--- config.mk ---
export PLATFORM = sky130hd
export DESIGN_NAME = id_ex_skid
export DESIGN_NICKNAME = d
export VERILOG_FILES = /design/src/rtl/id_ex_skid.sv
export SDC_FILE = /design/constraint.sdc
export NUM_CORES = 1
export LEC_CHECK = 0
export BUFFER_PORTS_ARGS = -buffer_cell sky130_fd_sc_hd__buf_4
export CORE_ASPECT_RATIO = 0.6
export CORE_MARGIN = 5
export CORE_UTILIZATION = 53
export DETAILED_ROUTE_END_ITERATION = 10
export GPL_ROUTABILITY_DRIVEN = 1
export PLACE_DENSITY = 0.78
export SETUP_SLACK_MARGIN = 0.02
export SYNTH_ARGS = -nofsm -noshare
export SYNTH_HDL_FRONTEND = slang
export SYNTH_SLANG_ARGS = --single-unit
--- constraint.sdc ---
create_clock -name clk -period 1.7 [get_ports clk]
set_input_delay 0.085 -clock clk [delete_from_list [all_inputs] [get_ports clk]]
set_output_delay 0.085 -clock clk [all_outputs]
set_load 0.05 [all_outputs]
--- src/rtl/id_ex_skid.sv ---
// id_ex_skid: ID/EX pipeline register with valid/ready handshake and a
// two-entry skid buffer (main entry M drives ex_*, skid entry S absorbs one
// extra payload so id_ready can be a register).
// Optional feature: define ID_EX_PERF_EN to add perf_bubble_cnt.
module id_ex_skid #(
  parameter int unsigned          ALUOP_W    = 8,
  parameter int unsigned          ALUSEL_W   = 3,
  parameter int unsigned          DATA_W     = 32,
  parameter int unsigned          RADDR_W    = 5,
  parameter logic [ALUOP_W-1:0]   NOP_ALUOP  = '0,
  parameter logic [ALUSEL_W-1:0]  NOP_ALUSEL = '0
) (
  input  logic                clk,
  input  logic                rst,
  input  logic                flush,
  input  logic                id_valid,
  output logic                id_ready,
  input  logic [ALUOP_W-1:0]  id_aluop,
  input  logic [ALUSEL_W-1:0] id_alusel,
  input  logic [DATA_W-1:0]   id_reg1,
  input  logic [DATA_W-1:0]   id_reg2,
  input  logic [RADDR_W-1:0]  id_waddr,
  input  logic                id_we,
  output logic                ex_valid,
  input  logic                ex_ready,
  output logic [ALUOP_W-1:0]  ex_aluop,
  output logic [ALUSEL_W-1:0] ex_alusel,
  output logic [DATA_W-1:0]   ex_reg1,
  output logic [DATA_W-1:0]   ex_reg2,
  output logic [RADDR_W-1:0]  ex_waddr,
  output logic                ex_we
`ifdef ID_EX_PERF_EN
  ,
  output logic [31:0]         perf_bubble_cnt
`endif
);

  localparam int unsigned PW = ALUOP_W + ALUSEL_W + 2 * DATA_W + RADDR_W + 1;

  localparam logic [PW-1:0] NOP_PAYLOAD = {NOP_ALUOP, NOP_ALUSEL,
                                           {DATA_W{1'b0}}, {DATA_W{1'b0}},
                                           {RADDR_W{1'b0}}, 1'b0};

  localparam logic [1:0] ST_EMPTY = 2'd0;
  localparam logic [1:0] ST_ONE   = 2'd1;
  localparam logic [1:0] ST_FULL  = 2'd2;

  logic [1:0]    state_q, state_d;
  logic [PW-1:0] m_q, m_d;
  logic [PW-1:0] s_q, s_d;
  logic          id_ready_q, id_ready_d;
  logic [PW-1:0] id_payload;
  logic          acc, pop;

  assign id_payload = {id_aluop, id_alusel, id_reg1, id_reg2, id_waddr, id_we};

  assign ex_valid = (state_q != ST_EMPTY);
  assign id_ready = id_ready_q;
  assign {ex_aluop, ex_alusel, ex_reg1, ex_reg2, ex_waddr, ex_we} = m_q;

  assign acc = id_valid & id_ready_q;
  assign pop = ex_valid & ex_ready;

  // Next-state: occupancy transitions, payload moves, flush override.
  always_comb begin
    state_d = state_q;
    m_d     = m_q;
    s_d     = s_q;
    case (state_q)
      ST_EMPTY: begin
        if (acc) begin
          state_d = ST_ONE;
          m_d     = id_payload;
        end
      end
      ST_ONE: begin
        if (acc && pop) begin
          m_d = id_payload;
        end else if (acc) begin
          state_d = ST_FULL;
          s_d     = id_payload;
        end else if (pop) begin
          state_d = ST_EMPTY;
          m_d     = NOP_PAYLOAD;
        end
      end
      ST_FULL: begin
        if (pop) begin
          state_d = ST_ONE;
          m_d     = s_q;
          s_d     = NOP_PAYLOAD;
        end
      end
      default: begin
        state_d = ST_EMPTY;
        m_d     = NOP_PAYLOAD;
        s_d     = NOP_PAYLOAD;
      end
    endcase
    // Flush discards both entries and any payload accepted this cycle.
    if (flush) begin
      state_d = ST_EMPTY;
      m_d     = NOP_PAYLOAD;
      s_d     = NOP_PAYLOAD;
    end
    // id_ready is precomputed so it equals ~S-valid during the next cycle.
    id_ready_d = (state_d != ST_FULL);
  end

  // State and payload registers with synchronous active-low reset.
  always_ff @(posedge clk) begin
    if (!rst) begin
      state_q    <= ST_EMPTY;
      m_q        <= NOP_PAYLOAD;
      s_q        <= NOP_PAYLOAD;
      id_ready_q <= 1'b1;
    end else begin
      state_q    <= state_d;
      m_q        <= m_d;
      s_q        <= s_d;
      id_ready_q <= id_ready_d;
    end
  end

`ifdef ID_EX_PERF_EN
  logic [31:0] perf_q;

  // Saturating count of cycles where execute could consume but nothing is offered.
  always_ff @(posedge clk) begin
    if (!rst) begin
      perf_q <= '0;
    end else if (ex_ready && !ex_valid && (perf_q != '1)) begin
      perf_q <= perf_q + 32'd1;
    end
  end

  assign perf_bubble_cnt = perf_q;
`endif

endmodule

==> flow_summary.ini, run 1 <==
[floorplan]
ioPinCount = 169
start_util_pct = 54.7
die_h_um = 105
die_area_sq_um = 17800
dieWidth_um = 169
core-area_sq_um = 14600
rows = 34

[synth]
synth_top_family_by_area = multiplexers
synth_top_area_cell = dfxtp_1
synth-xor-area-share_pct = 0
synth-simple-area-share_pct = 15.1
synth.yosys.seq_area_share_pct = 41.2
yosysWarnings = 0
syn_nets = 924
avgSynthCellArea_sq_um = 9.56
synth_compound_area_share_pct = 17.1
syn_inst = 838
synthAdderAreaFrac_pct = 0
synth_mux_area_share_pct = 20.4
synth_top_area_share_pct = 41.2
synth_cell_types = 27
ys_ff_latch = 165
syn_area_sq_um = 8010
synthTopCellsByArea = dfxtp_1 41%, mux2i_1 20%, o2bb2ai_1 8.9%

[finish]
area_delta_synth_final_pct = 25.6
antenna_cells = 0
nNetsFinal = 1051
fin_cells = 1176
final_cell_mix = 176 x buf_4, 164 x nor2_1, 163 x mux2i_1, 162 x dfxtp_1
final_area_sq_um = 10100
final_common_cell = buf_4
layout-drive-gt1-share_pct = 23.7
fin_util_pct = 68.7

[drt]
drtIter0Drc = 542
vias_per_cell = 5.66
wire_per_inst_um = 17.5
routed_wl_mm = 20.6
dr.pass1.iters = 4
drc = 0
ant_nets = 0
dr_total_vias = 6653

[sta]
drv_slew = 0
finalHoldViolCount = 0
rsz0062_at_grt = yes
whs_ns = 0.0191
skew_ns = 0.0113
max_freq_mhz = 613
finalCriticalPeriod_ns = 1.63
setup_viol_count_final = 0
slew_headroom_pct = 71.6
fin_crit_sh_pct = 95.9
tightest_slew_ns = 0.426
layout_setup_ws_ns = 0.0698

[clock_network]
clock-sinks = 165
clkSlewWorstSetupHoldPaths_ns = 0.06
numCtsBuffers = 17
clock_latency_ns = 0.41
clock_path_buffers = 2
root_buffer = clkbuf_16
h-tree-depth = 4
cts_tree = built
cts_setup_buffers = 0

[power]
power_density_nw_per_um2 = 958
p_leak_nw = 3.80
vdd_drop_max_mv = 0.808

[grt]
grt_pass1_vias = 6432
grtUsageTotal_pct = 22.7
grt_max_degree = 75
grt_pass1_wl_mm = 33.7
antenna_found_initial = 0
overflow = 0

[critical_path]
r2r_slack_ns = 0.07
worstSetupPathType = reg2reg
cp.required_ns = 1.99
end_kind = register
arrival_ns = 1.92
cp_max_fo = 25
crit_path_start_kind = register

[placement]
post-place-ws_ns = 0.146
dp_cells = 1143
portBuffers = 168
placed_area_sq_um = 9390
gp_congestion = 0.773
dp_hpwl_mm = 12.7

[status]
status = completed

[job]
max_cap_viol_count = 0

[min_path]
hold_path_class = in2reg
## path summary, 6_finish.rpt
check / start / to / cells past startpoint
setup / recovery: state_q[1]$_SDFF_PN0_ / m_q[76]$_SDFFE_PP0P_ / 5
hold reg to reg: s_q[75]$_SDFFE_PP0P_ / s_q[75]$_SDFFE_PP0P_ / 2
hold / removal: rst / m_q[51]$_SDFFE_PP0P_ / 3
setup reg to reg: state_q[1]$_SDFF_PN0_ / m_q[76]$_SDFFE_PP0P_ / 5
## power breakdown
part	leakage, nW	switching [mW]	internal [mW]	total, mW
sequential	1.34	0.0622	3.95	4.01
clock	0.303	1.58	2.51	4.09
combinational	2.16	0.921	0.604	1.53
## timing repair
| item | in CTS | in global routing |
|---|---|---|
| endpoints found under the hold margin | 2 | 0 |
| cloned | 0 | 1 |
| gates resized for setup | 0 | 6 |
| hold buffers | 1 | 0 |
| setup endpoints to repair | 1 | 86 |
## routing by layer
layer,vias up,global-route usage (%),share of wire (%)
met5,-,0,0
met1,3160,34.5,49
met2,227,32.8,43
li1,3256,-,-
met3,10,4.75,7.2
met4,0,5.21,0.58
## cells in the mapped netlist (all sizes together)
library cell / n
buf: 50
mux2i: 163
and4b: 1
o22a: 1
nor3: 1
a22o: 1
clkbuf: 33
nor2b: 1
nand2: 1
nand3b: 4
and3b: 1
and2: 81
o21ba: 1
dfxtp: 165
or3: 1
nor2: 164
a21oi: 2
nand2b: 1
nand3: 1
o21ai: 1
or2: 1
o2bb2ai: 81
o211ai: 1
a22oi: 81
## metrics by stage
step | TNS (ns) | total power, mW
after detailed placement | 0 | 5.61
after global routing | -0.00947 | 9.99
after floorplan | 0 | 5.10
after CTS | 0 | 9.68
final | 0 | 9.63
after global placement | 0 | 5.59
## layout make-up
class	instances	area (sq um)
Clock inverter	11	175
Sequential cell	165	3310
Tap cell	198	248
Timing Repair Buffer	191	1610
Clock buffer	21	450
Fill cell	1194	4580
Multi-Input combinational cell	590	4260
## flip-flops by register name (all words and copies together) (netlist names)
signal / cells
m_q: 81
s_q: 81
state_q: 2
id_ready: 1
## logic make-up after synthesis
logic type,Yosys count
simple gates,258
flops,165
mux,163
buf+inv,83
compound gates,169
## critical path: stages, from the launching register on
cell      delay, ns
dfxtp_4        0.39
nand3b_1       0.26
a22o_2         0.32
buf_4          0.24
a22oi_1        0.24
nor2_1         0.06
Power figures use the tool's default switching activity.
==> inputs of run 2 (changes only) <==
BUFFER_PORTS_ARGS = -buffer_cell sky130_fd_sc_hd__buf_2   (was -buffer_cell sky130_fd_sc_hd__buf_4)
==> flow_summary.ini, run 2 (synthesis results as in run 1) <==
[status]
status = completed

[placement]
dp_hpwl_mm = 13.3
portBuffers = 168
gp_congestion = 0.766
dp_cells = 1147
placed_area_sq_um = 9020

[power]
p_comb_share_pct = 15.9
p_leak_nw = 3.72
power_density_nw_per_um2 = 945
p_total_mw = 9.12
p_sw_share_pct = 28.0
power.internal_mw = 6.56
power_frac_seq_pct = 44.0
clkPwrFrac_pct = 40.1
netSwitchingPower_mw = 2.55
vdd_drop_max_mv = 0.589

[floorplan]
core-area_sq_um = 14600
rows = 34
ioPinCount = 169
dieWidth_um = 169
start_util_pct = 54.7
die_h_um = 105
die_area_sq_um = 17800

[critical_path]
cp-startpoint = state_q[1]$_SDFF_PN0_
crit_path_start_kind = register
cp_max_fo = 14
cp.required_ns = 1.62
end_kind = output pin
arrival_ns = 1.55
r2r_start = state_q[1]$_SDFF_PN0_
worstSetupPathType = reg2out

[sta]
fin_tns_setup_ns = 0
drv_slew = 0
rsz0062_at_grt = no
finalCriticalPeriod_ns = 1.63
max_freq_mhz = 612
tightest_slew_ns = 0.318
setup_viol_count_final = 0
skew_ns = 0.0124
fin_crit_sh_pct = 96.1
slew_headroom_pct = 78.8
finalHoldViolCount = 0

[finish]
top_regs = m_q (81), s_q (81), state_q (2)
seqCellArea_sq_um = 3310
fin_cells = 1180
nNetsFinal = 1057
multi_input_area_sq_um = 4250
nFillCells = 1207
area_delta_synth_final_pct = 20.4
final_common_cell = buf_2
final_area_sq_um = 9650
layout-drive-gt1-share_pct = 24.0
final_cell_mix = 167 x buf_2, 164 x nor2_1, 163 x mux2i_1, 162 x dfxtp_1
antenna_cells = 0

[grt]
antenna_found_initial = 1
use_met2_pct = 34.7
grt.busiest_layer = met2
grt_use_met3_pct = 5.57
overflow = 0
grt_pass1_wl_mm = 34.1
grt_max_degree = 71
grtUsageTotal_pct = 23.1
grt_pass1_vias = 6522
grt.met1_usage_pct = 33.9

[clock_network]
clkSlewWorstSetupHoldPaths_ns = 0.07
h-tree-depth = 4
numCtsBuffers = 17
clock_latency_ns = 0.41
cts_tree = built
root_buffer = clkbuf_16
clock_path_buffers = 2
clock-sinks = 165

[drt]
dr_total_vias = 6707
drc = 0
vias_per_cell = 5.68
dr.pass1.iters = 5
drtIter0Drc = 472
wire_per_inst_um = 17.8
ant_nets = 0
routed_wl_mm = 21.0

[min_path]
hp-start = id_reg2[8]
hold_path_class = in2reg

[job]
max_cap_viol_count = 0
run 2: cell types whose count changed in the layout (fill, tap and decap cells not counted), moves of 3 or more:
cell | before | now
buf_12 | 9 | 14
buf_2 | 0 | 167
buf_4 | 176 | 10
bufinv_16 | 4 | 1
clkinvlp_4 | 1 | 4
inv_6 | 0 | 3
run 2: worst max-delay path, cell delays in order (launching register included):
cell	delay (ns)
dfxtp_4	0.38
buf_12	0.16
buf_8	0.16
or2_2	0.29
buf_6	0.16
run 2: final cells by class:
cell class | instances | area share, %
clock buffers | 20 | 4.73
clock inverters | 10 | 1.04
multi-input cells | 590 | 44.0
repair buffers | 197 | 13.3
well taps | 198 | 2.57
flip-flops and latches | 165 | 34.3
run 2: through the flow:
| stage | setup slack [ns] | hold slack (ns) | utilization (%) |
|---|---|---|---|
| 6_report | 0.0663 | 0.0490 | 65.9 |
| 5_1_grt | 0.0269 | 0.0548 | 65.9 |
| 4_1_cts | 0.0425 | 0.0410 | 65.9 |
| 3_5_place_dp | 0.127 | 0.405 | 61.6 |
| 3_3_place_gp | 0.170 | 0.408 | 61.6 |
| 2_1_floorplan | 0.170 | 0.284 | - |
run 2: per-layer routing:
layer	up-vias	share of wire [%]
li1	3253	-
met1	3217	48
met2	224	44
met3	11	7.6
met4	2	0.41
met5	-	0.062
run 2: path summary, 6_finish.rpt:
kind | slack (ns) | depth (start not counted) | to
max | 0.07 | 4 | ex_valid
min | 0.05 | 4 | m_q[14]$_SDFFE_PP0P_
max reg2reg | 0.12 | 5 | m_q[29]$_SDFFE_PP0P_
min reg2reg | 0.50 | 2 | s_q[11]$_SDFFE_PP0P_
run 2: repair_timing:
action,in CTS,in global routing
hold buffers,1,0
pin swaps,0,0
buffers inserted,0,1
endpoints found under the hold margin,1,0
gates cloned,1,0
resized for setup,5,1
endpoints found under the setup margin,1,3
run 2: power groups by stage:
stage	clock [mW]	sequential, mW	combinational, mW
after floorplan	0	4.35	0.756
after global placement	0	4.09	1.41
after detailed placement	0	4.09	1.43
after CTS	3.71	4.01	1.45
after global routing	3.91	4.02	1.56
final	3.66	4.01	1.45
